<file path="src/rtl/phase_snap_ctrl.sv">
// Phase snapshot capture controller: arm/trigger sequencing into BRAM
// and live done/busy/count status for the software register.
module phase_snap_ctrl #(
    parameter int ADDR_WIDTH = 10,
    parameter int DATA_WIDTH = 32
) (
    input  logic                  user_clk,
    input  logic                  user_rst_n,
    input  logic                  arm,
    input  logic                  trig,
    input  logic [ADDR_WIDTH:0]   snap_len,
    input  logic                  din_valid,
    input  logic [DATA_WIDTH-1:0] din,
    output logic                  bram_we,
    output logic [ADDR_WIDTH-1:0] bram_addr,
    output logic [DATA_WIDTH-1:0] bram_din,
    output logic                  busy,
    output logic                  done,
    output logic [31:0]           status
);

    typedef enum logic [1:0] {
        IDLE,
        ARMED,
        CAPTURE,
        DONE
    } state_t;

    localparam logic [ADDR_WIDTH:0] FULL_LEN =
        {1'b1, {ADDR_WIDTH{1'b0}}};

    state_t              state;
    logic [ADDR_WIDTH:0] count;
    logic [ADDR_WIDTH:0] len_reg;
    logic [ADDR_WIDTH:0] cnt_inc;
    logic [ADDR_WIDTH:0] len_sel;
    logic                accept;

    assign cnt_inc = count + 1'b1;
    assign len_sel = (snap_len == '0) ? FULL_LEN : snap_len;

    // ARMED only starts on trig qualified by a valid sample
    assign accept = ((state == ARMED) && trig && din_valid) ||
                    ((state == CAPTURE) && din_valid);

    function automatic logic [31:0] status_word(
        input logic                d,
        input logic                b,
        input logic [ADDR_WIDTH:0] c
    );
        logic [31:0] s;
        s = '0;
        s[31] = d;
        s[30] = b;
        s[ADDR_WIDTH:0] = c;
        return s;
    endfunction

    always_ff @(posedge user_clk or negedge user_rst_n) begin
        if (!user_rst_n) begin
            state     <= IDLE;
            count     <= '0;
            len_reg   <= '0;
            bram_we   <= 1'b0;
            bram_addr <= '0;
            bram_din  <= '0;
            busy      <= 1'b0;
            done      <= 1'b0;
            status    <= '0;
        end else begin
            bram_we <= 1'b0;
            if (arm) begin
                state   <= ARMED;
                count   <= '0;
                len_reg <= len_sel;
                busy    <= 1'b1;
                done    <= 1'b0;
                status  <= status_word(1'b0, 1'b1, '0);
            end else if (accept) begin
                bram_we   <= 1'b1;
                bram_addr <= count[ADDR_WIDTH-1:0];
                bram_din  <= din;
                count     <= cnt_inc;
                if (cnt_inc == len_reg) begin
                    state  <= DONE;
                    busy   <= 1'b0;
                    done   <= 1'b1;
                    status <= status_word(1'b1, 1'b0, cnt_inc);
                end else begin
                    state  <= CAPTURE;
                    status <= status_word(1'b0, 1'b1, cnt_inc);
                end
            end
        end
    end

endmodule

</file>
<file path="config.mk">
export PLATFORM = sky130hd
export DESIGN_NAME = phase_snap_ctrl
export DESIGN_NICKNAME = d
export VERILOG_FILES = /design/src/rtl/phase_snap_ctrl.sv
export SDC_FILE = /design/constraint.sdc
export NUM_CORES = 1
export LEC_CHECK = 0
export ABC_CLOCK_PERIOD_IN_PS = 2370
export BUFFER_PORTS_ARGS = -buffer_cell sky130_fd_sc_hd__buf_2
export CAP_MARGIN = 20
export CORE_MARGIN = 5
export CORE_UTILIZATION = 45
export DETAILED_ROUTE_END_ITERATION = 10
export PLACE_DENSITY = 0.77
export SYNTH_ARGS = -nofsm -noshare
export SYNTH_HDL_FRONTEND = slang
export SYNTH_SLANG_ARGS = --single-unit
</file>
<file path="constraint.sdc">
create_clock -name user_clk -period 2.37 [get_ports user_clk]
set_clock_uncertainty 0.1 [all_clocks]
set_input_delay 0.1185 -clock user_clk [delete_from_list [all_inputs] [get_ports user_clk]]
set_output_delay 0.1185 -clock user_clk [all_outputs]
set_load 0.02 [all_outputs]
</file>
==> results.ini, run 1 <==
[synth]
synthesis.area_um2 = 3340
avgSynthCellArea_um2 = 12.2
netlist_instances = 275
synth.yosys.seq_area_share = 0.531
yosys.cell_types.count = 47
async_s_r_ff_share_synth = 1.00
most_frequently_used_flop_master_after_synthesis = sky130_fd_sc_hd__dfrtp_1
edff_count_synth = 0
ys_seq_elements = 71
synth.yosys.warnings = 0

[power_and_ir_drop]
worst_ir_drop_vdd_mv = 0.506
cellPowerDensity_nw_per_um2 = 722
total_leakage_power_nw = 2.16
fin_total_pwr_w = 0.00330

[critical_path]
crit_required_ns = 2.49
r2r_cells = 5
crit-reg2reg-launch = count[2]
setup.worst_path.class = register to register
rrSetupSlack_ns = 0.17
cp_data_arrival_time_ns = 2.33
rr_endpoint = busy
startpoint_type = register
critical_path.endpoint_type = register
critical_path_fanouts_max = 10

[floorplanning]
initial_core_util = 0.461
floorplan.io_pins = 125
core-area_um2 = 7250
row_count = 31
die_h_um = 96.2
die_w_um = 96.2
die_footprint_um2 = 9250

[final_layout]
layout.cells.most_common_list = sky130_fd_sc_hd__buf_2, sky130_fd_sc_hd__dfrtp_1, sky130_fd_sc_hd__mux2_2
largest_register_ff_count = 32
nets = 476
most_common_cell_after_layout_fill_and_taps_aside = sky130_fd_sc_hd__buf_2
area_delta_synth_final_pct = 36.7
num_antenna_cells = 0
final_layout_size_suffix_gt1_frac = 0.431

[clock_network]
buffer_cell_driving_the_clock_tree_root = sky130_fd_sc_hd__clkbuf_8
tritoncts.num_buffers = 9
clkTransAtPathRegs_ns = 0.07
clock_latency_ns = 0.34
clock_sinks = 71
cts_tree = built
cts-htree-levels = 3
cts-root-to-sink-buffers = 2

[sta]
setup_tns_ns = 0
final_max_slew_viols = 0
max_clock_freq_mhz = 454
worst_hold_slack_ns = 0.0926
final_min_period_over_clock_period = 0.930
final_period_demand_of_the_worst_path_ns = 2.20
report.final.setup_viol = 0
timing.max_slew.rel_slack = 0.560
rsz0062_at_grt = false
post-route-worst-setup-slack_ns = 0.166
report.final.hold_viol_count = 0
worst_slew_pin_slew_ns = 0.660

[hold_path]
min_to = state[1]
whs_path_depth = 3
min-delay-path-class = primary input to register
holdCritStartpoint = din_valid

[route]
drt_iter0_drc = 137
drt-wirelength-per-cell_um = 15.1
drt.antenna.violating_nets = 0
via_count = 2588
drt_pre_antenna_iters = 4
finalWirelength_um = 8010
drc = 0
viasPerCell = 4.87

[global_routing]
grt_pass1_vias = 2761
grt_max_degree = 44
grt_first_pass_wirelength_um = 13000
grt-ovfl-total = 0
track_usage = 0.183
grt_antenna_before_repair = 0

[run_status]
run_status = finished, final reports clean

[placed_design]
gpl.final_weighted_congestion = 0.809
dp.final_hpwl_um = 5410
preCtsSetupSlack_ns = 0.144
numPortBuffers = 105

[flow_run]
maxCapViolCount = 0

[worst max-delay path, cell delays in order (launching register included)]
cell	delay, ns
sky130_fd_sc_hd__dfrtp_1	0.51
sky130_fd_sc_hd__and3_1	0.36
sky130_fd_sc_hd__xnor2_1	0.17
sky130_fd_sc_hd__o2111ai_1	0.14
sky130_fd_sc_hd__a2111o_1	0.44
sky130_fd_sc_hd__a221o_1	0.37
[cells in the mapped netlist, types with 2 or more instances]
cell type	instances	area, um^2
sky130_fd_sc_hd__a221oi_1	2	17.5
sky130_fd_sc_hd__dfrtp_1	71	1780
sky130_fd_sc_hd__nor2_1	20	75.1
sky130_fd_sc_hd__nand2b_1	4	25.0
sky130_fd_sc_hd__xnor2_1	8	70.1
sky130_fd_sc_hd__clkbuf_1	4	15.0
sky130_fd_sc_hd__a31oi_1	2	12.5
sky130_fd_sc_hd__xor2_1	13	114
sky130_fd_sc_hd__nand4_1	6	37.5
sky130_fd_sc_hd__mux2_2	51	574
sky130_fd_sc_hd__nor4_1	3	18.8
sky130_fd_sc_hd__nand2_1	10	37.5
sky130_fd_sc_hd__a21oi_1	6	30.0
sky130_fd_sc_hd__and4_1	2	17.5
sky130_fd_sc_hd__nand3_1	5	25.0
sky130_fd_sc_hd__a221o_1	2	20.0
sky130_fd_sc_hd__nor2b_1	2	12.5
sky130_fd_sc_hd__buf_2	7	35.0
sky130_fd_sc_hd__buf_4	22	165
sky130_fd_sc_hd__inv_1	3	11.3
sky130_fd_sc_hd__o21ai_0	6	30.0
[stage by stage]
step           utilization  instance area (um^2)  instances
3_5_place_dp         0.541                  3920        471
4_1_cts              0.630                  4570        531
5_1_grt              0.630                  4570        531
6_report             0.630                  4570        531
2_1_floorplan            -                  3410        293
3_3_place_gp         0.541                  3920        471
[layer usage]
metal  global-route usage  share of wire  vias to the layer above
met5                    0              0                        -
li1                     -              -                     1230
met2                0.318           0.51                       97
met3               0.0625          0.080                        9
met4               0.0581         0.0097                        0
met1                0.210           0.40                     1252
[power breakdown]
group          switching, W  total, W  leakage (nW)  internal [W]
Combinational      0.000465  0.000834          1.17      0.000369
Sequential         0.000103   0.00150         0.880       0.00139
Clock              0.000428  0.000969         0.105      0.000541
Total              0.000996   0.00330          2.16       0.00230
[worst max path at each step]
| stage | startpoint | slack [ns] | cells after the start | endpoint |
|---|---|---|---|---|
| after floorplan | count[0] | 0.11 | 7 | busy |
| after global placement | count[4] | 0.22 | 5 | busy |
| after detailed placement | count[4] | 0.14 | 5 | status[30] |
| after CTS | count[4] | 0.12 | 5 | status[30] |
| after global routing | count[2] | 0.04 | 5 | busy |
| final | count[2] | 0.17 | 5 | busy |
[timing repair]
action / 4_1_cts / 5_1_grt
setup buffers: 0 / 0
endpoints found under the setup margin: 0 / 2
hold endpoints to repair: 71 / 0
hold buffers: 44 / 0
resized for setup: 0 / 1
[kinds of logic (layout without fill, tap and decap cells)]
kind of cell,count (synthesis),after routing,share of synthesized area
adder cells (fa/ha/maj),1,1,0.00374
AO/OA/AOI/OAI,30,30,0.0692
buffers and inverters,37,176,0.0689
XOR/XNOR,21,21,0.0550
flip-flops,71,71,0.531
other,1,19,0.00112
multiplexers,52,52,0.175
AND/OR/NAND/NOR,62,62,0.0958
[cell type report]
cell class                      instances  area, um^2
Timing Repair Buffer                  157        1040
Clock buffer                           11         151
Tap cell                               99         124
Multi-Input combinational cell        185        1410
Inverter                                3        11.3
Sequential cell                        71        1780
Fill cell                             590        2680
Clock inverter                          5        56.3
No activity file was read; power rests on OpenSTA's default activity.
==> run 2, diff against run 1 <==
ABC_CLOCK_PERIOD_IN_PS = 2800   (was 2370)
clock period = 2.8 ns   (was 2.37 ns; I/O delays follow)
==> run 2 against run 1 <==
Against the previous run:
- die area is the same
- via count shrank 1.1%
- hold slack gained 0.038 ns
- final area grew 0.36%
- setup slack gained 0.19 ns
- core utilization grew 0.22 points
- global-route usage shrank 0.078 points
- first-iteration DRC count shrank 39%
- wire length shrank 1.5%
- sequential share of layout area shrank 0.17 points
==> results.ini, run 2 (synthesis results as in run 1) <==
[run_status]
run_status = finished, final reports clean

[critical_path]
critical_path_fanouts_max = 7
cp_data_arrival_time_ns = 2.57
timing.critical_path.depth = 6
setup.worst_path.class = register to register
crit_buf_inv = 0
cp_slowest_stage_delay_ns = 0.48
startpoint_type = register
critical_path.cell_chain = ha_1, and2_0, and4_1, o221ai_1, a2111o_1, a221o_1
worst_path_dominant_cell_family = compound AO/OA/AOI/OAI gates
master_of_the_slowest_instance_on_the_critical_path = sky130_fd_sc_hd__dfrtp_1
r2r_cells = 6
crit_required_ns = 2.92
critical_path.endpoint_type = register

[flow_run]
maxCapViolCount = 0

[global_routing]
track_usage = 0.182
grt_pass1_vias = 2733
grt-ovfl-total = 0
grt_max_degree = 45
grt_first_pass_wirelength_um = 12800
grt_antenna_before_repair = 0

[final_layout]
layout.cells.most_common_list = sky130_fd_sc_hd__buf_2, sky130_fd_sc_hd__dfrtp_1, sky130_fd_sc_hd__mux2_2
num_antenna_cells = 0
nets = 472
final_layout_size_suffix_gt1_frac = 0.423
finish.cell_count_without_fillers = 527
layout.core_utilization = 0.632
most_common_cell_after_layout_fill_and_taps_aside = sky130_fd_sc_hd__buf_2
area_delta_synth_final_pct = 37.2
largest_register_ff_count = 32

[sta]
timing.max_slew.rel_slack = 0.566
report.final.hold_viol_count = 0
final_min_period_over_clock_period = 0.872
report.final.setup_viol = 0
final_max_slew_viols = 0
max_clock_freq_mhz = 410
worst_slew_pin_slew_ns = 0.651
setup_tns_ns = 0
rsz0062_at_grt = false
final_period_demand_of_the_worst_path_ns = 2.44

[clock_network]
clock_latency_ns = 0.34
buffer_cell_driving_the_clock_tree_root = sky130_fd_sc_hd__clkbuf_8
cts-resized-gates = 0
tritoncts.num_buffers = 9
cts-htree-levels = 3
cts_tree = built
cts_hold_buf = 44
clkTransAtPathRegs_ns = 0.07
cts_setup_buffers = 0
clock_sinks = 71
cts-root-to-sink-buffers = 2

[floorplanning]
die_footprint_um2 = 9250
die_w_um = 96.2
floorplan.io_pins = 125
die_h_um = 96.2
core-area_um2 = 7250
initial_core_util = 0.461
row_count = 31

[route]
drc = 0
viasPerCell = 4.86
drt_pre_antenna_iters = 4
finalWirelength_um = 7890
drt-wirelength-per-cell_um = 15.0
drt_iter0_drc = 83
drt.antenna.violating_nets = 0
via_count = 2559

[placed_design]
placed_cells = 467
gpl.final_weighted_congestion = 0.827
numPortBuffers = 105
dp.final_hpwl_um = 5320

[power_and_ir_drop]
total_leakage_power_nw = 2.16
cellPowerDensity_nw_per_um2 = 648
worst_ir_drop_vdd_mv = 0.418

[hold_path]
min-delay-path-class = primary input to register
whs_path_depth = 3

-- run 2: worst paths after layout --
kind / from / to / slack (ns)
max: count[0] / busy / 0.36
min: din_valid / state[1] / 0.13
max reg2reg: count[0] / busy / 0.36
min reg2reg: bram_addr[1] / bram_addr[1] / 0.40
max in group asynchronous: user_rst_n / count[8] / 1.67
min in group asynchronous: user_rst_n / bram_din[10] / 0.28
-- run 2: area by class of cell --
class                           count  area [um^2]
Fill cell                         570         2670
Sequential cell                    71         1780
Multi-Input combinational cell    185         1410
Timing Repair Buffer              153         1010
Clock buffer                       11          151
Tap cell                           99          124
Clock inverter                      5          104
Inverter                            3         11.3
-- run 2: per-stage QoR --
stage | hold WS, ns | setup WS (ns) | cell area [um^2] | power [W]
3_3_place_gp | 0.102 | 0.470 | 3890 | 0.00191
5_1_grt | 0.135 | 0.213 | 4590 | 0.00313
3_5_place_dp | 0.111 | 0.361 | 3890 | 0.00193
4_1_cts | 0.117 | 0.349 | 4590 | 0.00300
6_report | 0.131 | 0.359 | 4590 | 0.00297
2_1_floorplan | -0.256 | 0.536 | 3410 | 0.00170
-- run 2: report_power, final --
| part | switching (W) | internal, W | total [W] |
|---|---|---|---|
| Clock | 0.000372 | 0.000640 | 0.00101 |
| Combinational | 0.000384 | 0.000310 | 0.000694 |
| Sequential | 0.0000871 | 0.00118 | 0.00127 |
| Total | 0.000844 | 0.00213 | 0.00297 |
-- run 2: worst register-to-register path, cell delays in order (launching register included) --
cell and delay [ns]:
sky130_fd_sc_hd__dfrtp_1 0.48, sky130_fd_sc_hd__ha_1 0.28, sky130_fd_sc_hd__and2_0 0.38, sky130_fd_sc_hd__and4_1 0.25, sky130_fd_sc_hd__o221ai_1 0.10, sky130_fd_sc_hd__a2111o_1 0.37
sky130_fd_sc_hd__a221o_1 0.36
-- run 2: metal layers --
layer,global-route usage,vias to the layer above,wire length (um)
li1,-,1220,-
met1,0.211,1233,3150
met2,0.305,96,3900
met3,0.0727,10,747
met4,0.0604,0,98
met5,0,-,0
==> run 3, diff against run 2 <==
==> constraint.sdc (replaced) <==
create_clock -name user_clk -period 2.8 [get_ports user_clk]
set_clock_uncertainty 0.1 [all_clocks]
set_input_delay 0.28 -clock user_clk [delete_from_list [all_inputs] [get_ports user_clk]]
set_output_delay 0.28 -clock user_clk [all_outputs]
set_load 0.02 [all_outputs]
==> run 3 against run 2 <==
Against the previous run:
- wire length decreased by 9.6%
- core utilization down 5.9 points
- global-route usage shrank 1.9 points
- combinational power fell by 7.6%
- largest cell class unchanged
==> results.ini, run 3 (synthesis results as in run 1) <==
[global_routing]
grt_util_met2 = 0.265
grt_max_degree = 45
groute.layer.met1.usage = 0.191
grt_antenna_before_repair = 0
grt_busiest_layer = met2
track_usage = 0.163
grt-ovfl-total = 0
grt_pass1_vias = 2514
groute.layer.met3.usage = 0.0704
grt_first_pass_wirelength_um = 11500

[clock_network]
clock_sinks = 71
clock_latency_ns = 0.34
buffer_cell_driving_the_clock_tree_root = sky130_fd_sc_hd__clkbuf_8
cts_setup_buffers = 0
tritoncts.num_buffers = 9
clkTransAtPathRegs_ns = 0.08
cts-resized-gates = 0
cts-root-to-sink-buffers = 2
cts_tree = built
cts-htree-levels = 3
cts_hold_buf = 1

[final_layout]
num_antenna_cells = 0
largest_register_ff_count = 32
layout.cells.most_common_list = sky130_fd_sc_hd__buf_2, sky130_fd_sc_hd__dfrtp_1, sky130_fd_sc_hd__mux2_2
area_delta_synth_final_pct = 24.3
nets = 429
final_layout_size_suffix_gt1_frac = 0.470
most_common_cell_after_layout_fill_and_taps_aside = sky130_fd_sc_hd__buf_2

[route]
drc = 0
drt.antenna.violating_nets = 0
finalWirelength_um = 7130
drt-wirelength-per-cell_um = 14.7
drt_iter0_drc = 81
via_count = 2411
drt_pre_antenna_iters = 4
viasPerCell = 4.98

[power_and_ir_drop]
total_leakage_power_nw = 1.98
cellPowerDensity_nw_per_um2 = 702
fin_total_pwr_w = 0.00292
worst_ir_drop_vdd_mv = 0.431

[sta]
report.final.setup_viol = 0
setup_tns_ns = 0
rsz0062_at_grt = false
timing.max_slew.rel_slack = 0.567
max_clock_freq_mhz = 409
report.final.hold_viol_count = 0
final_period_demand_of_the_worst_path_ns = 2.44
worst_slew_pin_slew_ns = 0.649
final_max_slew_viols = 0
final_min_period_over_clock_period = 0.873

[floorplanning]
row_count = 31
floorplan.io_pins = 125
core-area_um2 = 7250
die_footprint_um2 = 9250
initial_core_util = 0.461
die_w_um = 96.2
die_h_um = 96.2

[hold_path]
min-delay-path-class = primary input to register
holdCritStartpoint = din[23]

[critical_path]
cp_data_arrival_time_ns = 2.57
crit_required_ns = 2.92
startpoint_type = register
critical_path.endpoint_type = register
crit-reg2reg-launch = count[0]
setup.worst_path.class = register to register
cp-startpoint = count[0]
critical_path_fanouts_max = 7

[placed_design]
numPortBuffers = 105
dp.final_hpwl_um = 5320
gpl.final_weighted_congestion = 0.827

[flow_run]
maxCapViolCount = 0

[run_status]
run_status = finished, final reports clean

-- run 3: cell types whose count changed in the layout (fill, tap and decap cells not counted) --
| cell | previous run | this run |
|---|---|---|
| sky130_fd_sc_hd__dlygate4sd3_1 | 44 | 1 |
-- run 3: worst max-delay path, stage by stage, from the launching register on --
cell and delay, ns:
sky130_fd_sc_hd__dfrtp_1 0.48, sky130_fd_sc_hd__ha_1 0.28, sky130_fd_sc_hd__and2_0 0.38, sky130_fd_sc_hd__and4_1 0.25, sky130_fd_sc_hd__o221ai_1 0.10, sky130_fd_sc_hd__a2111o_1 0.37, sky130_fd_sc_hd__a221o_1 0.36
-- run 3: path summary, 6_finish.rpt --
kind                                endpoint  slack (ns)  cells past startpoint
max in group asynchronous           count[4]        1.53                      3
worst max register to register          busy        0.36                      6
worst min-delay path            bram_din[23]        0.06                      2
min in group asynchronous       bram_din[10]        0.41                      2
worst min register to register  bram_addr[1]        0.40                      1
worst max-delay path                    busy        0.36                      6
-- run 3: power by group --
part / internal (W) / leakage (nW) / total, W / switching [W]
sequential: 0.00118 / 0.882 / 0.00126 / 0.0000824
clock: 0.000640 / 0.130 / 0.00101 / 0.000372
combinational: 0.000271 / 0.970 / 0.000641 / 0.000371
total: 0.00209 / 1.98 / 0.00292 / 0.000825
-- run 3: metal layers --
metal  share of wire  vias to the layer above  routed length, um
met5               0                        -                  0
met2            0.48                       92               3440
met4           0.011                        0                 78
li1                -                     1133                  -
met1            0.41                     1178               2900
met3            0.10                        8                715
-- run 3: area by class of cell --
cell class / count / area, um^2
clock buffer: 11 / 151
clock inverter: 5 / 104
fill: 623 / 3100
inverter: 3 / 11.3
multi-input combinational: 185 / 1410
sequential: 71 / 1780
tap: 99 / 124
timing repair buffer: 110 / 578
-- run 3: metrics by stage --
stage	instances	instance area (um^2)	worst slack [ns]	hold slack, ns	utilization
after floorplan	293	3410	0.536	-0.116	-
after global placement	467	3890	0.470	0.242	0.536
after detailed placement	467	3890	0.361	0.251	0.536
after CTS	484	4160	0.349	0.0484	0.573
after global routing	484	4160	0.214	0.0407	0.573
final	484	4160	0.357	0.0620	0.573
